[src/rtl/interval_seq_pkg.sv]
// Shared types and default sizing for the interval sequencer.
// Latency: n/a (declarations only).
// Backpressure: n/a.
package interval_seq_pkg;

  localparam int DEF_N     = 10;
  localparam int DEF_DEPTH = 8;

  typedef enum logic [1:0] {
    IDLE   = 2'd0,
    LOAD   = 2'd1,
    RUN    = 2'd2,
    FINISH = 2'd3
  } state_t;

endpackage

[src/rtl/interval_table.sv]
// DEPTH x N interval register file; one write port, one combinational read port.
// Latency: write visible on the read port the cycle after wr_en; read is combinational.
// Backpressure: none, a write is accepted every cycle.
// Ports: clk, reset_n (async clear of all entries), wr_en/wr_addr/wr_data, rd_addr/rd_data.
module interval_table
  import interval_seq_pkg::*;
#(
  parameter int N     = DEF_N,
  parameter int DEPTH = DEF_DEPTH,
  parameter int AW    = $clog2(DEPTH)
) (
  input  logic          clk,
  input  logic          reset_n,
  input  logic          wr_en,
  input  logic [AW-1:0] wr_addr,
  input  logic [N-1:0]  wr_data,
  input  logic [AW-1:0] rd_addr,
  output logic [N-1:0]  rd_data
);

  logic [N-1:0] mem [DEPTH];

  always_ff @(posedge clk or negedge reset_n) begin
    if (!reset_n) begin
      for (int i = 0; i < DEPTH; i++) mem[i] <= '0;
    end else if (wr_en) begin
      mem[wr_addr] <= wr_data;
    end
  end

  assign rd_data = mem[rd_addr];

endmodule

[src/rtl/interval_sequencer.sv]
// Walks a programmable interval table, driving a down-counter via load/enable/done and ticking per expiry.
// Latency: an entry of value V spans V+3 cycles from its LOAD cycle to the next LOAD/FINISH cycle.
// Backpressure: none; start is ignored while busy, stop always wins. Optional INTERVAL_SEQ_PAUSE_EN adds pause.
// Ports: clk, reset_n; table write wr_en/wr_addr/wr_data; cfg_last/cfg_loop latched on start;
//        start/stop control; timer_ld/timer_data/timer_en/timer_done to the timer;
//        tick, idx, busy, finished status (all outputs registered). pause only with INTERVAL_SEQ_PAUSE_EN.
module interval_sequencer
  import interval_seq_pkg::*;
#(
  parameter int N     = DEF_N,
  parameter int DEPTH = DEF_DEPTH,
  parameter int AW    = $clog2(DEPTH)
) (
  input  logic          clk,
  input  logic          reset_n,
  input  logic          wr_en,
  input  logic [AW-1:0] wr_addr,
  input  logic [N-1:0]  wr_data,
  input  logic [AW-1:0] cfg_last,
  input  logic          cfg_loop,
  input  logic          start,
  input  logic          stop,
`ifdef INTERVAL_SEQ_PAUSE_EN
  input  logic          pause,
`endif
  output logic          timer_ld,
  output logic [N-1:0]  timer_data,
  output logic          timer_en,
  input  logic          timer_done,
  output logic          tick,
  output logic [AW-1:0] idx,
  output logic          busy,
  output logic          finished
);

  state_t        state;
  logic [AW-1:0] last_q;
  logic          loop_q;
  logic [AW-1:0] rd_addr;
  logic [N-1:0]  rd_data;
  logic [N-1:0]  load_val;
  logic          run_en;

`ifdef INTERVAL_SEQ_PAUSE_EN
  assign run_en = ~pause;
`else
  assign run_en = 1'b1;
`endif

  // Read address is the entry the next LOAD will use: idx+1 while running a
  // non-last entry, otherwise 0 (fresh start or loop wrap).
  always_comb begin
    rd_addr = '0;
    if (state == RUN && idx != last_q) rd_addr = idx + AW'(1);
  end

  // Forward a same-cycle write so the LOAD sees the newest table value.
  assign load_val = (wr_en && wr_addr == rd_addr) ? wr_data : rd_data;

  interval_table #(.N(N), .DEPTH(DEPTH), .AW(AW)) u_table (
    .clk     (clk),
    .reset_n (reset_n),
    .wr_en   (wr_en),
    .wr_addr (wr_addr),
    .wr_data (wr_data),
    .rd_addr (rd_addr),
    .rd_data (rd_data)
  );

  always_ff @(posedge clk or negedge reset_n) begin
    if (!reset_n) begin
      state      <= IDLE;
      last_q     <= '0;
      loop_q     <= 1'b0;
      idx        <= '0;
      timer_ld   <= 1'b0;
      timer_data <= '0;
      timer_en   <= 1'b0;
      tick       <= 1'b0;
      busy       <= 1'b0;
      finished   <= 1'b0;
    end else begin
      tick     <= 1'b0;
      timer_ld <= 1'b0;
      if (stop) begin
        state    <= IDLE;
        busy     <= 1'b0;
        finished <= 1'b0;
        timer_en <= 1'b0;
      end else begin
        case (state)
          IDLE, FINISH: begin
            if (start) begin
              last_q     <= cfg_last;
              loop_q     <= cfg_loop;
              idx        <= '0;
              busy       <= 1'b1;
              finished   <= 1'b0;
              state      <= LOAD;
              timer_ld   <= 1'b1;
              timer_data <= load_val;
              timer_en   <= 1'b0;
            end
          end
          LOAD: begin
            state    <= RUN;
            timer_en <= run_en;
          end
          RUN: begin
            if (timer_done) begin
              tick     <= 1'b1;
              timer_en <= 1'b0;
              if (idx != last_q || loop_q) begin
                idx        <= rd_addr;
                state      <= LOAD;
                timer_ld   <= 1'b1;
                timer_data <= load_val;
              end else begin
                state    <= FINISH;
                busy     <= 1'b0;
                finished <= 1'b1;
              end
            end else begin
              // Enable is registered, so a paused cycle suppresses counting one cycle later.
              timer_en <= run_en;
            end
          end
          default: state <= IDLE;
        endcase
      end
    end
  end

endmodule
[config.mk]
export PLATFORM = sky130hd
export DESIGN_NAME = interval_sequencer
export DESIGN_NICKNAME = d
export VERILOG_FILES = /design/src/rtl/interval_seq_pkg.sv /design/src/rtl/interval_table.sv /design/src/rtl/interval_sequencer.sv
export SDC_FILE = /design/constraint.sdc
export NUM_CORES = 1
export LEC_CHECK = 0
export BUFFER_PORTS_ARGS = -buffer_cell sky130_fd_sc_hd__buf_2
export CELL_PAD_IN_SITES_DETAIL_PLACEMENT = 1
export CELL_PAD_IN_SITES_GLOBAL_PLACEMENT = 1
export CORE_UTILIZATION = 35
export DETAILED_ROUTE_END_ITERATION = 6
export PLACE_DENSITY_LB_ADDON = 0.1
export SLEW_MARGIN = 10
export SYNTH_ARGS = -nofsm -noshare
export SYNTH_HDL_FRONTEND = slang
export SYNTH_SLANG_ARGS = --single-unit
[constraint.sdc]
create_clock -name clk -period 5.9 [get_ports clk]
set_input_delay 0.885 -clock clk [delete_from_list [all_inputs] [get_ports clk]]
set_output_delay 0.885 -clock clk [all_outputs]
set_load 0.01 [all_outputs]
==> results of run 1 <==
[cells in the final DEF, fill, tap and decap left out, drive strengths merged, types with 3 or more instances in the layout]
| cell type | instances |
|---|---|
| dfrtp | 104 |
| nand2 | 58 |
| o21ai | 55 |
| mux2 | 54 |
| buf | 48 |
| a21oi | 33 |
| inv | 15 |
| a211oi | 12 |
| a31oi | 12 |
| clkbuf | 12 |
| and2 | 10 |
| a32oi | 10 |
| o221a | 9 |
| mux2i | 9 |
| a211o | 9 |
| o211ai | 9 |
| nor2 | 6 |
| xor2 | 4 |
| xnor2 | 4 |
| nor2b | 4 |
| ha | 4 |
| nor3 | 4 |
| nand4b | 3 |
| nand4 | 3 |
[logic make-up after synthesis]
kind of cell,Yosys count
AO/OA/AOI/OAI,164
XOR/XNOR,8
adder cells (fa/ha/maj),4
buffers and inverters,54
flip-flops,104
multiplexers,64
AND/OR/NAND/NOR,98
[final cells by class]
cell class              count  area [sq um]
well taps                 184           230
flip-flops and latches    104          2600
clock inverters             3          17.5
repair buffers             48           263
clock buffers              12           256
inverters                  15          56.3
multi-input cells         338          2440
fillers                  1609          8730
[registers in the layout, indices dropped and copies added, names as in the netlist]
register / cells
busy: 1
finished: 1
idx: 3
last_q: 3
loop_q: 1
state: 2
tick: 1
timer_data: 10
timer_en: 1
timer_ld: 1
u_table.mem: 80
[cells in the mapped netlist (10+ instances only)]
| library cell | instances |
|---|---|
| inv_1 | 15 |
| a31oi_1 | 11 |
| clkbuf_1 | 23 |
| a21oi_1 | 33 |
| buf_2 | 14 |
| a211oi_1 | 12 |
| o21ai_0 | 45 |
| mux2_2 | 54 |
| o21ai_1 | 10 |
| dfrtp_1 | 104 |
| and2_1 | 10 |
| nand2_1 | 58 |
| a32oi_1 | 10 |
[worst max-delay path: cells and delay by family, from the launching register on]
family | cells | cell delay, ns
adder cells (fa/ha/maj) | 1 | 0.71
buffers and inverters | 2 | 0.34
AO/OA/AOI/OAI | 4 | 1.66
flip-flops | 1 | 0.42
[power breakdown]
group | switching [W] | total, W | internal, W
clock network | 0.000262 | 0.000568 | 0.000306
logic | 0.000298 | 0.000528 | 0.000230
registers | 0.000109 | 0.000984 | 0.000875
[routing by layer]
metal / up-vias / global-route usage / part of all wire
li1: 1849 / - / -
met1: 1980 / 0.301 / 0.50
met3: 18 / 0.0374 / 0.026
met2: 50 / 0.316 / 0.46
met5: - / 0 / 0
met4: 0 / 0.0716 / 0.017
[worst max path at each step]
stage	from	to	slack, ns	depth (start not counted)
2_1_floorplan	wr_addr[1]	u_table.mem[70]	3.72	4
3_5_place_dp	state[0]	timer_data[4]	2.78	7
3_3_place_gp	state[0]	timer_data[3]	2.84	7
4_1_cts	state[0]	timer_data[4]	2.74	7
6_report	state[0]	timer_data[4]	2.67	7
5_1_grt	state[0]	timer_data[7]	2.44	7
[stage by stage]
step / power, W / utilization / hold WS [ns] / instance area (sq um)
2_1_floorplan: 0.00134 / - / 0.442 / 5270
3_3_place_gp: 0.00151 / 0.383 / 0.460 / 5590
3_5_place_dp: 0.00153 / 0.383 / 0.471 / 5590
4_1_cts: 0.00211 / 0.402 / 0.451 / 5860
5_1_grt: 0.00221 / 0.402 / 0.463 / 5860
6_report: 0.00208 / 0.402 / 0.441 / 5860
==> impl_metrics.py, run 1 <==
metrics = {
    "run_status": {
        "outcome": "complete, no violations",
    },
    "clocking": {
        "cts_setup_buffers": 0,
        "clkTransAtPathRegs_ns": 0.07,
        "h-tree-depth": 3,
        "hold_buffers": 0,
        "clock_latency_ns": 0.36,
        "cts_resized": 0,
        "cts_buffer_depth": 2,
        "cts_tree": "built",
        "clock-sinks": 104,
        "numCtsBuffers": 9,
        "cts-root-buf": "clkbuf_16",
    },
    "synthesis": {
        "synth-main-ff-cell": "dfrtp_1",
        "yosysWarnings": 0,
        "syn_area_sq_um": 5270,
        "synthSimpleGateAreaFrac": 0.0938,
        "synth_xor_area_frac": 0.0133,
        "synth-seq-cells": 104,
        "synth_edf_count": 0,
        "synth_compound_area_frac": 0.209,
        "async_flop_share": 1.00,
        "synth_top_family_by_area": "compound AO/OA/AOI/OAI gates",
        "synth.area.top_cells": "dfrtp_1 49%, mux2_2 12%, o21ai_0 4.3%",
        "yosysTopAreaCell": "dfrtp_1",
        "synth_top_area_share": 0.494,
        "ys_seq_area_frac": 0.494,
        "yosys.area_share.adder": 0.00950,
        "syn_nets": 523,
        "avgSynthCellArea_sq_um": 10.6,
        "synthMuxAreaShare": 0.137,
        "synthCells": 496,
        "post_synth_num_cell_types": 52,
    },
    "critical_path": {
        "arrival_ns": 3.50,
        "required_ns": 6.17,
        "crit_chain": "inv_1, ha_1, inv_1, a31oi_1, a31oi_1, o221a_2, o21ai_1",
        "cp-end-kind": "register",
        "r2r-end": "timer_data[4]",
        "r2r_slack_ns": 2.67,
        "r2r_start": "state[0]",
        "critPathMaxStageDelay_ns": 0.99,
        "slowest_stage": "a31oi_1",
        "criticalPathCategory": "reg2reg",
        "r2r_cells": 7,
        "crit_path_start_kind": "register",
        "critPathMaxFanout": 22,
    },
    "placement": {
        "numPortBuffers": 40,
        "dp_slack_ns": 2.78,
        "dpl.cell_count": 689,
        "dp_hpwl_mm": 10.4,
        "gp_congestion": 0.804,
    },
    "global_route": {
        "grt_max_degree": 77,
        "antenna_found_initial": 0,
        "grt_pass1_wl_mm": 24.9,
        "grt_use_total": 0.210,
        "grt_pass1_vias": 4208,
        "overflow": 0,
    },
    "sta": {
        "tns_ns": 0,
        "post-route-period-util": 0.547,
        "drv_slew": 0,
        "fin_skew_ns": 0.00655,
        "maxSlewHeadroom": 0.143,
        "fmax_mhz": 310,
        "setup_slack_ns": 2.67,
        "grt_setup_unrepaired": "false",
        "setup_viol": 0,
        "layout_min_cycle_time_ns": 3.23,
        "hold_viol": 0,
        "worst_slew_pin_slew_ns": 1.28,
    },
    "floorplanning": {
        "rows": 44,
        "core_area_sq_um": 14600,
        "die_x_um": 125,
        "start_util": 0.361,
        "io_pins": 41,
        "die_h_um": 125,
        "die-area_sq_um": 15500,
    },
    "route": {
        "antenna_left": 0,
        "routedWlPerCell_um": 21.4,
        "dr.pass1.iters": 4,
        "routed_via_density": 5.54,
        "drc_errors": 0,
        "vias": 3897,
        "wl_mm": 15.1,
        "drtIter0Drc": 159,
    },
    "finish": {
        "stdcell_count": 704,
        "layout.nets": 543,
        "drive_gt1_frac": 0.262,
        "diodes": 0,
        "syn2layout_area_growth_pct": 11.3,
    },
    "min_path": {
        "min_path_type": "in2async",
    },
    "run": {
        "maxCapViolCount": 0,
    },
    "pwr": {
        "p_per_area_nw_per_um2": 355,
        "p_leak_nw": 2.47,
        "ir_worst_vdd_mv": 0.145,
    },
}
No activity file was read; power rests on OpenSTA's default activity.
==> run 2, diff against run 1 <==
ABC_AREA = 1   (was not set)
clock period = 2.65 ns   (was 5.9 ns; I/O delays follow)
==> run 2 against run 1 <==
Net effect: utilization up 0.46 points; the run now ends with DRC left; largest power group unchanged; synthesized area up 0.38%; wire length up 6.7%; hold slack worse by 0.17 ns; clock skew up 0.0027 ns; cell count up 29%; combinational power up 130%; clock power up 150%; total power up 130%; via count up 21%; setup slack worse by 2.4 ns; sequential power up 120%.
==> impl_metrics.py, run 2 <==
metrics = {
    "placement": {
        "numPortBuffers": 40,
        "dpl.cell_count": 889,
        "dp_hpwl_mm": 11.1,
        "gp_congestion": 0.857,
    },
    "critical_path": {
        "arrival_ns": 2.61,
        "criticalPathCategory": "reg2reg",
        "r2r-end": "timer_data[4]",
        "cp-end-kind": "register",
        "required_ns": 2.93,
        "r2r_start": "idx[0]",
        "crit_path_start_kind": "register",
        "critPathMaxFanout": 23,
        "r2r_cells": 8,
        "r2r_slack_ns": 0.32,
    },
    "sta": {
        "maxSlewHeadroom": 0.441,
        "setup_viol": 0,
        "layout_min_cycle_time_ns": 2.33,
        "fmax_mhz": 428,
        "tns_ns": 0,
        "worst_slew_pin_slew_ns": 0.836,
        "fin_skew_ns": 0.00926,
        "grt_setup_unrepaired": "false",
        "drv_slew": 0,
        "post-route-period-util": 0.881,
        "hold_viol": 0,
    },
    "finish": {
        "stdcell_count": 906,
        "reg_top3": "u_table.mem: 80 flops, timer_data: 10 flops",
        "diodes": 0,
        "drive_gt1_frac": 0.115,
        "largest_reg_flops": 80,
        "largest_register": "u_table.mem",
        "layout.nets": 744,
        "fillCellCount": 1825,
        "layout_commonest_cell": "nand2_1",
        "finalCoreUtilization": 0.406,
        "mostFrequentLayoutCells": "163 x nand2_1, 104 x dfrtp_1, 94 x inv_1",
        "syn2layout_area_growth_pct": 12.6,
    },
    "route": {
        "routed_via_density": 5.22,
        "vias": 4733,
        "dr.pass1.iters": 7,
        "wl_mm": 16.1,
        "drc_errors": 18,
        "routedWlPerCell_um": 17.8,
        "drtIter0Drc": 260,
        "antenna_left": 0,
    },
    "synthesis": {
        "ys_seq_area_frac": 0.492,
        "syn_nets": 720,
        "syn_area_sq_um": 5290,
        "synth-main-ff-cell": "dfrtp_1",
        "yosysTopAreaCell": "dfrtp_1",
        "synthTopCellsByCount": "163 x nand2_1, 104 x dfrtp_1, 95 x inv_1",
        "synth_most_common_cell": "nand2_1",
        "avgSynthCellArea_sq_um": 7.63,
        "synth_edf_count": 0,
        "async_flop_share": 1.00,
        "synthCells": 693,
        "yosysWarnings": 0,
        "synth_top_area_share": 0.492,
        "synth-seq-cells": 104,
        "synth.area.top_cells": "dfrtp_1 49%, nand2_1 12%, o21ai_0 8.4%",
        "post_synth_num_cell_types": 29,
    },
    "global_route": {
        "grt_pass1_vias": 4902,
        "overflow": 0,
        "grt_max_degree": 42,
        "antenna_found_initial": 0,
        "grt_use_total": 0.223,
        "grt_pass1_wl_mm": 26.9,
    },
    "floorplanning": {
        "core_area_sq_um": 14600,
        "die-area_sq_um": 15600,
        "rows": 44,
        "start_util": 0.361,
        "io_pins": 41,
        "die_h_um": 125,
        "die_x_um": 125,
    },
    "run": {
        "maxCapViolCount": 0,
    },
    "run_status": {
        "outcome": "finished with violations",
        "failed_checks": "DRC",
    },
    "clocking": {
        "clock-sinks": 104,
        "cts_tree": "built",
        "clkTransAtPathRegs_ns": 0.07,
        "cts-root-buf": "clkbuf_16",
        "clock_latency_ns": 0.36,
        "numCtsBuffers": 9,
        "h-tree-depth": 3,
        "cts_buffer_depth": 2,
    },
    "pwr": {
        "ir_worst_vdd_mv": 0.366,
        "p_leak_nw": 3.05,
        "p_per_area_nw_per_um2": 796,
    },
    "min_path": {
        "hold_path_depth": 2,
        "min_from": "cfg_loop",
        "min_path_type": "in2reg",
        "whs_endpoint": "loop_q",
    },
}
==> run 2: cell types whose count changed after synthesis, sizes merged, moves of 36 or more <==
cell,before,now
nand2,58,164
inv,15,97
nand3,0,65
nor2,6,65
mux2,54,2
nand4,3,39
==> run 2: repair_timing <==
action / CTS / global route
resized for setup: 0 / 1
hold endpoints to repair: 27 / 0
buffers inserted: 0 / 0
endpoints found under the setup margin: 0 / 10
hold buffers: 1 / 0
==> run 2: area by class of cell <==
class,instances,area [sq um],area share
Clock buffer,10,239,0.0402
Clock inverter,6,65.1,0.0109
Inverter,98,368,0.0618
Multi-Input combinational cell,450,2120,0.357
Sequential cell,104,2600,0.437
Tap cell,184,230,0.0387
Timing Repair Buffer,54,323,0.0542
==> run 2: metrics by stage <==
stage                     cell area (sq um)  power (W)  setup slack (ns)  hold WS [ns]
after floorplan                        5290    0.00292             0.831         0.102
after global placement                 5640    0.00333             0.252         0.363
after detailed placement               5640    0.00337             0.110         0.366
after CTS                              5950    0.00478            0.0939         0.260
after global routing                   5950    0.00506            0.0121         0.271
final                                  5950    0.00474             0.316         0.268
==> run 2: worst max-delay path by stage <==
stage,slack (ns),end,start
final,0.32,timer_data[4],idx[0]
after global routing,0.01,timer_data[7],idx[0]
after CTS,0.09,timer_data[8],idx[0]
after detailed placement,0.11,timer_data[8],idx[0]
after global placement,0.25,timer_data[8],idx[0]
after floorplan,0.83,timer_data[8],state[0]
==> run 2: routing by layer <==
metal / share of wire / wire (um) / global-route usage
met2: 0.44 / 7020 / 0.348
met3: 0.041 / 654 / 0.0473
met4: 0.017 / 266 / 0.0574
met1: 0.51 / 8150 / 0.316
met5: 0 / 0 / 0
==> run 2: worst max-delay path, stage by stage, from the launching register on <==
cell      delay, ns
dfrtp_1        0.47
xnor2_2        0.21
nand3_4        0.29
nand3_2        0.28
buf_4          0.22
clkinv_1       0.31
nand3_1        0.21
nand3_1        0.10
a21oi_1        0.16
==> run 2: where the power goes <==
| part | internal, W | leakage, nW | switching (W) | total (W) |
|---|---|---|---|---|
| logic | 0.000418 | 1.61 | 0.000783 | 0.00120 |
| clock network | 0.000763 | 0.149 | 0.000633 | 0.00140 |
| registers | 0.00194 | 1.30 | 0.000199 | 0.00214 |
==> run 2: logic make-up after synthesis <==
group                    synth area share
adder cells (fa/ha/maj)           0.00947
AND/OR/NAND/NOR                     0.280
buffers and inverters               0.107
flip-flops                          0.492
AO/OA/AOI/OAI                       0.102
XOR/XNOR                          0.00473
multiplexers                      0.00426
